**config.mk**
```make
export PLATFORM = sky130hd
export DESIGN_NAME = alu_arbiter
export DESIGN_NICKNAME = d
export VERILOG_FILES = /design/src/rtl/alu_arbiter.sv
export SDC_FILE = /design/constraint.sdc
export NUM_CORES = 1
export LEC_CHECK = 0
export ABC_AREA = 1
export CORE_AREA = 4 4 210 212
export DETAILED_ROUTE_END_ITERATION = 16
export DIE_AREA = 0 0 214 216
export GPL_TIMING_DRIVEN = 0
export SLEW_MARGIN = 5
export SYNTH_ARGS = -nofsm -noshare
export SYNTH_HDL_FRONTEND = slang
export SYNTH_SLANG_ARGS = --single-unit
```
**constraint.sdc**
```tcl
create_clock -name clk -period 3.2 [get_ports clk]
set_input_delay 0.48 -clock clk [delete_from_list [all_inputs] [get_ports clk]]
set_output_delay 0.48 -clock clk [all_outputs]
set_load 0.02 [all_outputs]
```
**src/rtl/alu_arbiter.sv**
```systemverilog
// Round-robin sequencer sharing one external Y86 ALU between two requesters,
// returning registered results over valid/ready and maintaining ZF/SF/OF.
module alu_arbiter #(
  parameter int unsigned DATA_W    = 64,
  parameter int unsigned PRIO_INIT = 0,
  parameter int unsigned CNT_W     = 16
) (
  input  logic              clk,
  input  logic              reset,
  input  logic [1:0]        req_valid,
  output logic [1:0]        req_ready,
  input  logic [1:0]        req_fun0,
  input  logic [1:0]        req_fun1,
  input  logic [DATA_W-1:0] req_a0,
  input  logic [DATA_W-1:0] req_a1,
  input  logic [DATA_W-1:0] req_b0,
  input  logic [DATA_W-1:0] req_b1,
  input  logic [1:0]        req_setcc,
  output logic [1:0]        alu_control,
  output logic [DATA_W-1:0] alu_a,
  output logic [DATA_W-1:0] alu_b,
  input  logic [DATA_W-1:0] alu_out,
  input  logic              alu_ovf,
  output logic [1:0]        rsp_valid,
  input  logic [1:0]        rsp_ready,
  output logic [DATA_W-1:0] rsp_data,
  output logic              cc_zf,
  output logic              cc_sf,
  output logic              cc_of,
  output logic              busy,
  output logic [CNT_W-1:0]  op_count
);

  typedef enum logic [1:0] {S_IDLE, S_EXEC, S_RESP} state_t;

  typedef struct packed {
    logic [1:0]        fun;
    logic [DATA_W-1:0] a;
    logic [DATA_W-1:0] b;
    logic              setcc;
  } op_t;

  state_t            state_q, state_d;
  op_t               op_q, op_d;
  logic              gnt_q, gnt_d;
  logic              ptr_q, ptr_d;
  logic [DATA_W-1:0] rsp_data_q, rsp_data_d;
  logic              zf_q, zf_d, sf_q, sf_d, of_q, of_d;
  logic [CNT_W-1:0]  cnt_q, cnt_d;

  logic              gnt_vld;
  logic              gnt_idx;

  // Single requester wins outright; contention resolved by the pointer.
  always_comb begin
    gnt_vld = 1'b0;
    gnt_idx = 1'b0;
    case (req_valid)
      2'b01:   begin gnt_vld = 1'b1; gnt_idx = 1'b0;  end
      2'b10:   begin gnt_vld = 1'b1; gnt_idx = 1'b1;  end
      2'b11:   begin gnt_vld = 1'b1; gnt_idx = ptr_q; end
      default: begin gnt_vld = 1'b0; gnt_idx = 1'b0;  end
    endcase
  end

  always_comb begin
    state_d     = state_q;
    op_d        = op_q;
    gnt_d       = gnt_q;
    ptr_d       = ptr_q;
    rsp_data_d  = rsp_data_q;
    zf_d        = zf_q;
    sf_d        = sf_q;
    of_d        = of_q;
    cnt_d       = cnt_q;
    req_ready   = 2'b00;
    rsp_valid   = 2'b00;
    alu_control = 2'b00;
    alu_a       = '0;
    alu_b       = '0;
    case (state_q)
      S_IDLE: begin
        if (gnt_vld) begin
          req_ready[gnt_idx] = 1'b1;
          gnt_d    = gnt_idx;
          op_d.fun   = gnt_idx ? req_fun1 : req_fun0;
          op_d.a     = gnt_idx ? req_a1   : req_a0;
          op_d.b     = gnt_idx ? req_b1   : req_b0;
          op_d.setcc = req_setcc[gnt_idx];
          state_d  = S_EXEC;
        end
      end
      S_EXEC: begin
        alu_control = op_q.fun;
        alu_a       = op_q.a;
        alu_b       = op_q.b;
        rsp_data_d  = alu_out;
        if (op_q.setcc) begin
          zf_d = (alu_out == '0);
          sf_d = alu_out[DATA_W-1];
          of_d = alu_ovf;
        end
        state_d = S_RESP;
      end
      S_RESP: begin
        rsp_valid[gnt_q] = 1'b1;
        if (rsp_ready[gnt_q]) begin
          ptr_d   = ~gnt_q;
          cnt_d   = cnt_q + CNT_W'(1);
          state_d = S_IDLE;
        end
      end
      default: state_d = S_IDLE;
    endcase
  end

  always_ff @(posedge clk) begin
    if (reset) begin
      state_q    <= S_IDLE;
      op_q       <= '0;
      gnt_q      <= 1'b0;
      ptr_q      <= 1'(PRIO_INIT);
      rsp_data_q <= '0;
      zf_q       <= 1'b1;
      sf_q       <= 1'b0;
      of_q       <= 1'b0;
      cnt_q      <= '0;
    end else begin
      state_q    <= state_d;
      op_q       <= op_d;
      gnt_q      <= gnt_d;
      ptr_q      <= ptr_d;
      rsp_data_q <= rsp_data_d;
      zf_q       <= zf_d;
      sf_q       <= sf_d;
      of_q       <= of_d;
      cnt_q      <= cnt_d;
    end
  end

  assign rsp_data = rsp_data_q;
  assign cc_zf    = zf_q;
  assign cc_sf    = sf_q;
  assign cc_of    = of_q;
  assign busy     = (state_q != S_IDLE);
  assign op_count = cnt_q;

endmodule
```
# Word level (Yosys, flattened, before mapping)

Cells that the tools add are included.
W data, S select, Z words.

Output and inout port bits: 218
Word-level logic and storage cells: 57
Register bits: 218
Input port bits: 333

Mux-type cells: 22
$lt $le $gt $ge: 4
$add $sub $neg: 1
Bitwise logic cells: 1
Reductions and logical operators: 10
Eq/ne operators: 7

Operators by type and width:

| operator                | count |
|---|---|
| $mux W64                | 4 |
| $logic_not A64 Y1       | 1 |
| $add A16 B1 Y16 const B | 1 |
| $mux W2                 | 7 |
| $reduce_and A2 Y1       | 4 |
| $mux W1                 | 7 |
| $eq A2 B2 Y1 const B    | 3 |
| $pmux W2 S3             | 1 |
| $eq A2 B1 Y1 const B    | 2 |
| $lt A1 B2 Y1 const B    | 2 |
| $ne A2 B2 Y1 const B    | 2 |
| $reduce_or A3 Y1        | 1 |
| $demux W1 S1            | 2 |
| $ge A1 B1 Y1 const B    | 2 |
| $logic_and A1 B1 Y1     | 2 |
| $logic_not A2 Y1        | 1 |
| $pmux W1 S2             | 1 |
| $reduce_bool A2 Y1      | 1 |
| $not A1 Y1              | 1 |

# Depth between registers and ports, before layout

Depth after elaboration: 8
Depth in mapped cells: 10
Depth with buffers taken out: 9

# Least setup slack after synthesis

Ideal clock, no wire load.

Kind: register to output
From: reg state_q[0]
To: out alu_a[0]
Buffers on the path: 2
Data arrival time: 1.413 ns
Required time: 2.720 ns
Slack: 1.307 ns
Stages on the path, launching flop included: 7
Cells stage by stage: dfxtp_1 -> inv_1 -> nor2_1 -> inv_1 -> clkbuf_1 -> clkbuf_1 -> nor2_1

Cells in the longest elaborated chain, start to end: 2

Ends and longest elaborated chain:

| what                   | line | RTL |
|---|---|---|
| start, declared        | 43   | `state_t state_q, state_d;` |
| start signal, assigned | 129  | `state_q <= state_d;` |
| $eq A2 B1 Y1           | 81   | `case (state_q)` |
| $mux W64               | 81   |  |
| end, declared          | 20   | `output logic [DATA_W-1:0] alu_a,` |

Every way passes these cells.

# Worst setup path after layout

From: reg state_q[0]
To: out alu_a[41]

The elaborated chain is that of the path after synthesis.

==> results.md <==
* Outcome: finished clean
* IO Port Bufs at 550
* Tot Pwr at 8.42 mW
* Cells after Synth at 1745
* Max Cap Viol at 0
* Crit. path cell count at 7
* Crit share post-route at 0.948
* Proportion of layout cells with a drive suffix above 1 at 0.0336
* H-tree depth at 1
* CTS tree: yes
* Peak VDD IR at 0.000417 V
* Yosys warning total at 0
* Max Slew Vio Count at 0
* Drt total wl at 48400 um
* Count leader, synth: nand2_1
* Ys flop type: dfxtp_1
* Die area at 0.0462 mm^2
* Hold Crit Class: reg2reg
* Syn_nets at 2079
* Leakage at 7.98 nW
* Vias in the first global route at 12573
* Remaining antenna violation count at 0
* I/O pins at 551
* DIE WIDTH at 214 um
* Area contributors post-synth: dfxtp_1 (41%), nand2_1 (18%), inv_1 (11%)
* Synth cell types at 20
* Initial antenna violation count at 1
* Crit-path max cell delay at 0.65 ns
* Hold Worst Slack at 0.462 ns
* Post-DP HPWL at 38600 um
* Final core utilization at 0.423
* GRT Max-Usage Layer: met2
* Final setup violation count at 0
* Grt ovf at 0
* Crit-path leading delay family: buffers and inverters
* Synth Register Bits at 218
* Pwr Density at 475 mW/mm^2
* FFs w/ async S/R, synth at 0
* Synth Cell Area at 0.0106 mm^2
* Fin Clk Skew at 0.0169 ns
* Post-synthesis area per instance at 6.05 um^2
* Core area at 0.0419 mm^2
* Hold bufs inserted after CTS at 0
* Critical Path RT at 2.72 ns
* Layout Nets at 2662
* Area grow syn2layout at 67.9%
* Design Area, Final at 0.0177 mm^2
* Grt met2 use at 0.355
* Setup TNS at 0 ns
* Crit-path most repeated cell: inv_1
* Dpl cell area at 0.0167 mm^2
* Relative slew slack at 0.493
* EDFF count, synth at 0
* Routed vias/inst at 4.39
* CP Class: reg2out
* Met1 GRT Util at 0.242
* Highest-delay cell along the critical path: clkdlybuf4s50_1
* Min Clock Period, post-route at 3.03 ns
* CP Cell Sequence: inv_1 > nor2_4 > inv_1 > clkbuf_4 > clkbuf_2 > nor2_1 > clkdlybuf4s50_1
* Synth top area share at 0.413
* Buf/Inv on CP at 5
* Fill cells at 4439
* CTS Buf Count at 28
* Total global routing track utilization at 0.199
* Clk pin slew, worst setup/hold paths at 0.06 ns
* Die height at 216 um
* Peak Freq at 0.330 GHz
* Worst Path Max Fanout at 10
* Max clock buf depth at 3
* Worst Max-Slew Pin Slew at 0.761 ns
* Worst r2r path cells at 9
* Clock root cell: clkbuf_16
* Worst Hold Depth at 2
* GP Congestion at 0.895
* Initial Util at 0.252
* Placement Rows at 75
* Drt pass-1 iters at 5
* Seq/Total Area, Yosys at 0.413
* Commonest cells post-synth: nand2_1 (519), inv_1 (305), nor2_1 (300)
* RSZ-0062 raised after global routing: no
* Wire length per cell at 16.8 um
* Hold Fails Final Rpt at 0
* Critical Path End Type: output pin
* Area leader, netlist: dfxtp_1
* Largest net degree at the start of global routing at 15
* Global-route wire length before repair at 73900 um
* Arrival time worst endpoint at 2.55 ns
* Met3 Usage GRT at 0.0415
* Clk Latency, worst-skew pair at 0.55 ns
* Clk sinks at 218
* DR vias at 12683
* 1st-iter DRT viols at 684
* CP Launch Type: flip-flop
* # DRC at 0
==> cells by family after synthesis <==
group / Yosys count / share of synthesized area
buf+inv: 401 / 0.146
flops: 218 / 0.413
simple gates: 955 / 0.357
compound gates: 170 / 0.0825
fa+ha+maj: 1 / 0.00119
==> registers in the layout (all words and copies together), names as in the netlist <==
signal and count:
ptr_q 1, cc_of 1, op_count 16, op_q 131, cc_zf 1, cc_sf 1, gnt_q 1, state_q 2
rsp_data 64
==> layer usage <==
layer / up-vias / wire length (um)
met4: 0 / 1270
li1: 6368 / -
met1: 5804 / 20300
met5: - / 0
met2: 443 / 23700
met3: 68 / 3180
==> power by group <==
| group | internal, mW | switching [mW] | leakage [nW] |
|---|---|---|---|
| sequential | 2.97 | 0.133 | 1.79 |
| clock | 1.96 | 1.27 | 0.465 |
| combinational | 0.941 | 1.13 | 5.72 |
| total | 5.88 | 2.54 | 7.98 |
==> tightest hold or removal path, delay by kind of cell (launching register included) <==
family	cells	cell delay, ns
AOI/OAI and AO/OA	1	0.05
DFF	1	0.31
and+or+nand+nor	1	0.06
==> timing repair <==
action,CTS,global route
setup endpoints to repair,132,6
gates resized for setup,21,6
pin swaps,2,0
buffers inserted,3,0
==> cell type report <==
cell class	instances	area, um^2	share of cell area
antenna	1	2.50	0.000141
buffer	95	408	0.0230
clock buffer	38	788	0.0445
clock inverter	12	156	0.00882
inverter	306	1150	0.0648
multi-input combinational	1126	4670	0.263
sequential	218	4360	0.246
tap	539	674	0.0380
timing repair buffer	553	5520	0.311
==> per-stage QoR <==
step | worst slack [ns] | cells
3_5_place_dp | -0.403 | 2834
3_3_place_gp | -0.396 | 2834
6_report | 0.166 | 2888
5_1_grt | 0.0391 | 2888
2_1_floorplan | 1.31 | 1745
4_1_cts | 0.0599 | 2887
==> cells in the final DEF, fill, tap and decap left out <==
cell type        count
clkdlybuf4s50_1    541
nand2_1            519
inv_1              305
nor2_1             298
dfxtp_1            218
nand3_1            123
o21ai_0             95
clkbuf_1            74
a21oi_1             72
clkbuf_16           28
buf_2               13
dlygate4sd2_1        9
nand4_1              8
buf_4                7
clkinv_2             5
clkbuf_8             5
clkbuf_4             4
clkbuf_2             4
nor3_1               3
bufinv_16            3
nor2_4               2
diode_2              1
inv_2                1
o21ai_2              1
a21oi_4              1
nor2_2               1
buf_1                1
or2_1                1
o211a_1              1
ha_1                 1
clkinv_8             1
inv_6                1
clkinv_4             1
clkinvlp_4           1
==> worst paths after layout <==
path | start | endpoint | slack, ns
worst max-delay path | state_q[0]$_SDFFE_PP0P_ | alu_a[41] | 0.17
worst max register to register | state_q[1]$_SDFFE_PP0P_ | op_q[129]$_SDFFE_PP0P_ | 1.07
worst min-delay path | cc_sf$_SDFFE_PP0P_ | cc_sf$_SDFFE_PP0P_ | 0.46
worst min register to register | cc_sf$_SDFFE_PP0P_ | cc_sf$_SDFFE_PP0P_ | 0.46
(Power assumes the default switching activity.)
